### src/rtl/math_round_sat_49_pkg.sv
// math_round_sat_49_pkg: shared sum/intermediate widths, output FIFO depth and clamp-bound helper
package math_round_sat_49_pkg;
  localparam int SUM_W = 49;
  localparam int INT_W = 50;
  localparam int FIFO_DEPTH = 4;
  function automatic logic [INT_W-1:0] clamp_bound(input int ow, input bit sgn, input bit hi);
    logic [INT_W-1:0] m;
    m = INT_W'(1) << (sgn ? ow - 1 : ow);
    return hi ? m - INT_W'(1) : (sgn ? -m : '0);
  endfunction
endpackage

### src/rtl/math_round_sat_49_fifo.sv
// math_fifo_4: 4-entry output FIFO (clk/rst/ena, push/wdata in, pop/rdata out, count; pop before push when full)
module math_fifo_4
  import math_round_sat_49_pkg::*;
#(
  parameter int W = 32
) (
  input  logic         clk,
  input  logic         rst,
  input  logic         ena,
  input  logic         push,
  input  logic [W-1:0] wdata,
  input  logic         pop,
  output logic [W-1:0] rdata,
  output logic [2:0]   count
);
  logic [W-1:0] mem [FIFO_DEPTH];
  logic [1:0] rptr, wptr;
  logic do_pop, do_push;
  assign do_pop = ena && pop && count != 3'd0;
  assign do_push = ena && push && (count != 3'(FIFO_DEPTH) || do_pop);
  assign rdata = count != 3'd0 ? mem[rptr] : '0;
  always_ff @(posedge clk) begin
    if (rst) begin
      rptr <= '0;
      wptr <= '0;
      count <= '0;
    end else begin
      if (do_push) begin
        mem[wptr] <= wdata;
        wptr <= wptr + 2'd1;
      end
      if (do_pop) rptr <= rptr + 2'd1;
      count <= count + 3'(do_push) - 3'(do_pop);
    end
  end
endmodule

### src/rtl/math_round_sat_49.sv
// math_round_sat_49: round-half-up + clamp of 49-bit sums into a 4-deep FIFO (din/din_valid/din_ready in, dout/dout_valid/dout_ready out, sticky sat_flag/drop_flag; MATH_ROUND_SAT_STATS_EN adds sat_count)
module math_round_sat_49
  import math_round_sat_49_pkg::*;
#(
  parameter int OUT_WIDTH = 32,
  parameter int SHIFT = 16,
  parameter int SIGNED = 0
) (
  input  logic                 clk,
  input  logic                 rst,
  input  logic                 ena,
  input  logic [SUM_W-1:0]     din,
  input  logic                 din_valid,
  output logic                 din_ready,
  output logic [OUT_WIDTH-1:0] dout,
  output logic                 dout_valid,
  input  logic                 dout_ready,
  output logic                 sat_flag,
  output logic                 drop_flag
`ifdef MATH_ROUND_SAT_STATS_EN
  ,
  output logic [15:0]          sat_count
`endif
);
  localparam logic [INT_W-1:0] RC = SHIFT == 0 ? '0 : INT_W'(1) << (SHIFT == 0 ? 0 : SHIFT - 1);
  localparam logic [INT_W-1:0] HI = clamp_bound(OUT_WIDTH, SIGNED != 0, 1'b1);
  localparam logic [INT_W-1:0] LO = clamp_bound(OUT_WIDTH, SIGNED != 0, 1'b0);
  logic [INT_W-1:0] sum, rnd, s1_data;
  logic signed [INT_W-1:0] rnd_s;
  logic [OUT_WIDTH-1:0] clamped;
  logic [2:0] count;
  logic s1_valid, in_xfer, over, under, sat;
  assign sum = (SIGNED != 0 ? {{2{din[47]}}, din[47:0]} : {1'b0, din}) + RC;
  assign rnd_s = $signed(sum) >>> SHIFT;
  assign rnd = SIGNED != 0 ? rnd_s : sum >> SHIFT;
  assign over = SIGNED != 0 ? $signed(s1_data) > $signed(HI) : s1_data > HI;
  assign under = SIGNED != 0 && $signed(s1_data) < $signed(LO);
  assign sat = over || under;
  assign clamped = over ? HI[OUT_WIDTH-1:0] : under ? LO[OUT_WIDTH-1:0] : s1_data[OUT_WIDTH-1:0];
  // in-flight word in stage 1 reserves its FIFO slot, so the clamp stage never stalls
  assign din_ready = count + 3'(s1_valid) < 3'(FIFO_DEPTH);
  assign in_xfer = ena && din_valid && din_ready;
  assign dout_valid = count != 3'd0;
  always_ff @(posedge clk) begin
    if (rst) begin
      s1_valid <= 1'b0;
      sat_flag <= 1'b0;
      drop_flag <= 1'b0;
    end else if (ena) begin
      s1_valid <= in_xfer;
      if (in_xfer) s1_data <= rnd;
      if (s1_valid && sat) sat_flag <= 1'b1;
      if (din_valid && !din_ready) drop_flag <= 1'b1;
    end
  end
`ifdef MATH_ROUND_SAT_STATS_EN
  always_ff @(posedge clk) begin
    if (rst) sat_count <= '0;
    else if (ena && s1_valid && sat && sat_count != 16'hFFFF) sat_count <= sat_count + 16'd1;
  end
`endif
  math_fifo_4 #(.W(OUT_WIDTH)) u_fifo (
    .clk(clk),
    .rst(rst),
    .ena(ena),
    .push(s1_valid),
    .wdata(clamped),
    .pop(dout_ready),
    .rdata(dout),
    .count(count)
  );
endmodule

### config.mk
export PLATFORM = sky130hd
export DESIGN_NAME = math_round_sat_49
export DESIGN_NICKNAME = d
export VERILOG_FILES = /design/src/rtl/math_round_sat_49_pkg.sv /design/src/rtl/math_round_sat_49_fifo.sv /design/src/rtl/math_round_sat_49.sv
export SDC_FILE = /design/constraint.sdc
export NUM_CORES = 1
export LEC_CHECK = 0
export ABC_CLOCK_PERIOD_IN_PS = 9900
export CORE_MARGIN = 2
export CORE_UTILIZATION = 42
export DETAILED_ROUTE_END_ITERATION = 8
export GPL_TIMING_DRIVEN = 0
export HOLD_SLACK_MARGIN = 0.08
export MAX_ROUTING_LAYER = met4
export SETUP_SLACK_MARGIN = 0.3
export SLEW_MARGIN = 20
export SYNTH_ARGS = -nofsm -noshare
export SYNTH_HDL_FRONTEND = slang
export SYNTH_SLANG_ARGS = --single-unit
export TNS_END_PERCENT = 20
### constraint.sdc
create_clock -name clk -period 9.9 [get_ports clk]
set_input_delay 0.99 -clock clk [delete_from_list [all_inputs] [get_ports clk]]
set_output_delay 0.99 -clock clk [all_outputs]
set_load 0.005 [all_outputs]
==> impl_results.md <==
- FF-to-FF setup slack: 7.22 ns
- CP startpoint kind: flop
- Setup ws final: 6.41 ns
- CTS Hold Buffers Added: 0
- Crit Reg-Reg Startpoint: u_fifo.count[2]
- Max Clk Rate: roughly 0.29 GHz
- Initial Util: 42.8%
- Worst hold start: sat_flag
- Drt pass-1 iters: 5
- Hold Path Class: flop to flop
- DP Wirelength: 9700 um
- Pre-CTS setup slack: 6.60 ns
- Synthesized cell area: 0.00741 mm2
- Final Non-Filler Cells: just under 800
- Cells after synthesis: around 440
- Min Tclk post-route: between 3 and 4 ns
- Core area: 0.0173 mm2
- Initial DRC Count: 217
- WL met3: 563 um
- Critical path's slowest cell: clkdlybuf4s50_1
- VDD IR max: 115 uV
- Drt wl/cell: 17.4 um
- Pin count of the biggest net entering global routing: 26
- Post-Syn Nets: 506
- WHS Path Cells: 2
- Share of cells above drive strength 1: 16.7%
- Critical path, cell by cell: or3_1 > clkbuf_1 > clkbuf_1 > and2_1 > clkdlybuf4s50_1
- Nets: roughly 610
- DR WL met2: 6440 um
- M1 WL: 6420 um
- Filler cell count: 1457
- Die height: 137 um
- RSZ-0062 raised after global routing: no
- Vias in the first global route: ~4200
- Ys Warns: 0
- # resized after CTS: 0
- Clock slew at reported path FFs: 0.07 ns
- H-Tree Depth: 4
- DRC: 0
- Final GP Congestion: 0.890
- Clock power frac: 35.1%
- # rows: 48
- Worst Path Buf+Inv: 3
- IO Pins: 90
- Net Sw Power: between 400 and 500 uW
- CTS tree: built
- Sw Ratio: 24.3%
- Flop pwr share: 45.3%
- Diodes inserted: 0
- Clock buffer depth: 2
- First-pass GRT wire length: 22200 um
- Worst-Skew Late Latency: 0.42 ns
- Maximum capacitance violations: 0
- Arrival time at the worst endpoint: 2.50 ns
- GR Overflow Total: 0
- Slew margin rel.: 52.2%
- Cells on worst reg2reg path: 10
- Die W: 137 um
- Sequential-to-total area share from yosys stat: 68.9%
- Postcts setup bufs: 0
- Worst Skew: 0.0125 ns
- Vias per cell: 5.09
- Classification of the worst setup path: flop to output pin
- Internal power: 1380 uW
- Synth cell types: 34
- Slew Limit Fails: 0
- Combinational power share: 19.6%
- Synthesized area per cell: 16.7 um2
- Root buffer cell: clkbuf_16
- Lkg Pwr: 0.00286 uW
- Inserted Clock Buffers: 17
- Most common cell after layout, fill and taps aside: edfxtp_1
- Worst Setup SP: u_fifo.count[2]
- Final hold vios: 0
- Crit. path cell count: 5
- Final ANT Viol Nets: 0
- Synth Register Bits: 174
- CP Data Required Time: slightly below 9 ns
- Max Used Layer: met4
- Outcome: completed
- Area growth syn-to-layout: 23.2%
- CTS sink cnt: 174
- Setup TNS: 0 ns
- Initial antenna violation count: 0
- Tot GR Track Use: 16.3%
- Via count: 3982
- Setup crit end kind: output pin
- Worst-Margin Slew: 0.714 ns
- Pwr/cell area: between 200 and 250 mW/mm2
- Final period util: 35.2%
- Die area: 0.0187 mm2
- Buffers on Ports: 74
- CP Max Fanout: 10
- Crit-path max cell delay: 0.50 ns
- Most frequent cells in the layout: edfxtp_1, clkdlybuf4s50_1, or3_1
- Placed insts: 750
- Critical path's most frequent cell: clkbuf_1
- Crit path max-delay family: buffers and inverters
- Final setup fails: 0
- Routed Wire Length: roughly 14000 um
## tightest hold or removal path, cell delays in order (launching register included)
cell,delay [ns]
dfxtp_1,0.31
inv_1,0.05
a21oi_1,0.05
## layer usage
metal  track usage [%]  vias to the layer above
li1                  -                     1899
met1              22.2                     1970
met2              25.3                      100
met3              2.67                       13
met4              5.15                        0
met5                 -                        -
## flip-flops by register name, summed over array words and instances, names as in the netlist, named ones only
signal        flops
s1_valid          1
u_fifo.mem      128
drop_flag         1
s1_data          34
sat_flag          1
u_fifo.count      3
u_fifo.rptr       2
u_fifo.wptr       2
## per-stage QoR
step	hold WS, ns	total power, uW	util (%)	area (um2)
finish	0.449	1830	52.7	9120
global route	0.495	1910	52.7	9120
CTS	0.454	1850	52.7	9120
detailed placement	0.440	1210	49.4	8550
global placement	0.441	1210	48.7	8430
floorplan	0.442	1010	-	7410
## layout make-up
| type | count | area [um2] | share of cell area [%] |
|---|---|---|---|
| buffer | 18 | 72.6 | 0.796 |
| clock buffer | 17 | 425 | 4.66 |
| clock inverter | 15 | 149 | 1.63 |
| inverter | 12 | 45.0 | 0.494 |
| multi-input combinational | 240 | 2190 | 24.0 |
| sequential | 174 | 5100 | 56.0 |
| tap | 225 | 282 | 3.09 |
| timing repair buffer | 81 | 851 | 9.33 |
## cells in the mapped netlist, drive strengths merged
library cell  instances  area, um2
edfxtp              162       4860
and2                 36        225
or3                  33        206
mux4                 32        721
xnor2                28        245
nand3                22        115
nor2                 19       71.3
nand2                13       48.8
dfxtp                12        240
inv                  12       45.0
nand4                12        126
clkbuf               11       41.3
xor2                 10       87.6
nor3                  8       55.1
buf                   7       31.3
ha                    7       87.6
nor4                  5       82.6
and3                  4       25.0
a21oi                 2       10.0
nor2b                 2       12.5
a21o                  1       7.51
a31oi                 1       6.26
fa                    1       20.0
nor4b                 1       8.76
o211ai                1       7.51
o21ai                 1       5.00
or2                   1       8.76
## power by group through the flow
stage	Clock [uW]	Sequential, uW	Combinational (uW)
after global routing	680	830	397
after floorplan	0	841	166
after CTS	651	828	372
final	640	828	358
after global placement	0	844	363
after detailed placement	0	844	371
## final timing paths
kind                          end
setup / recovery         dout[11]
setup reg to reg  u_fifo.count[2]
hold / removal           sat_flag
hold reg to reg          sat_flag
## cell families after synthesis
family	count (synthesis)	synth area share, %
flip-flops	174	68.9
AND/OR/NAND/NOR	156	13.3
XOR/XNOR	38	4.49
multiplexers	32	9.73
buffers and inverters	30	1.59
adder cells (fa/ha/maj)	8	1.45
AO/OA/AOI/OAI	6	0.490
Note: power is estimated with default switching activity, not from simulation.
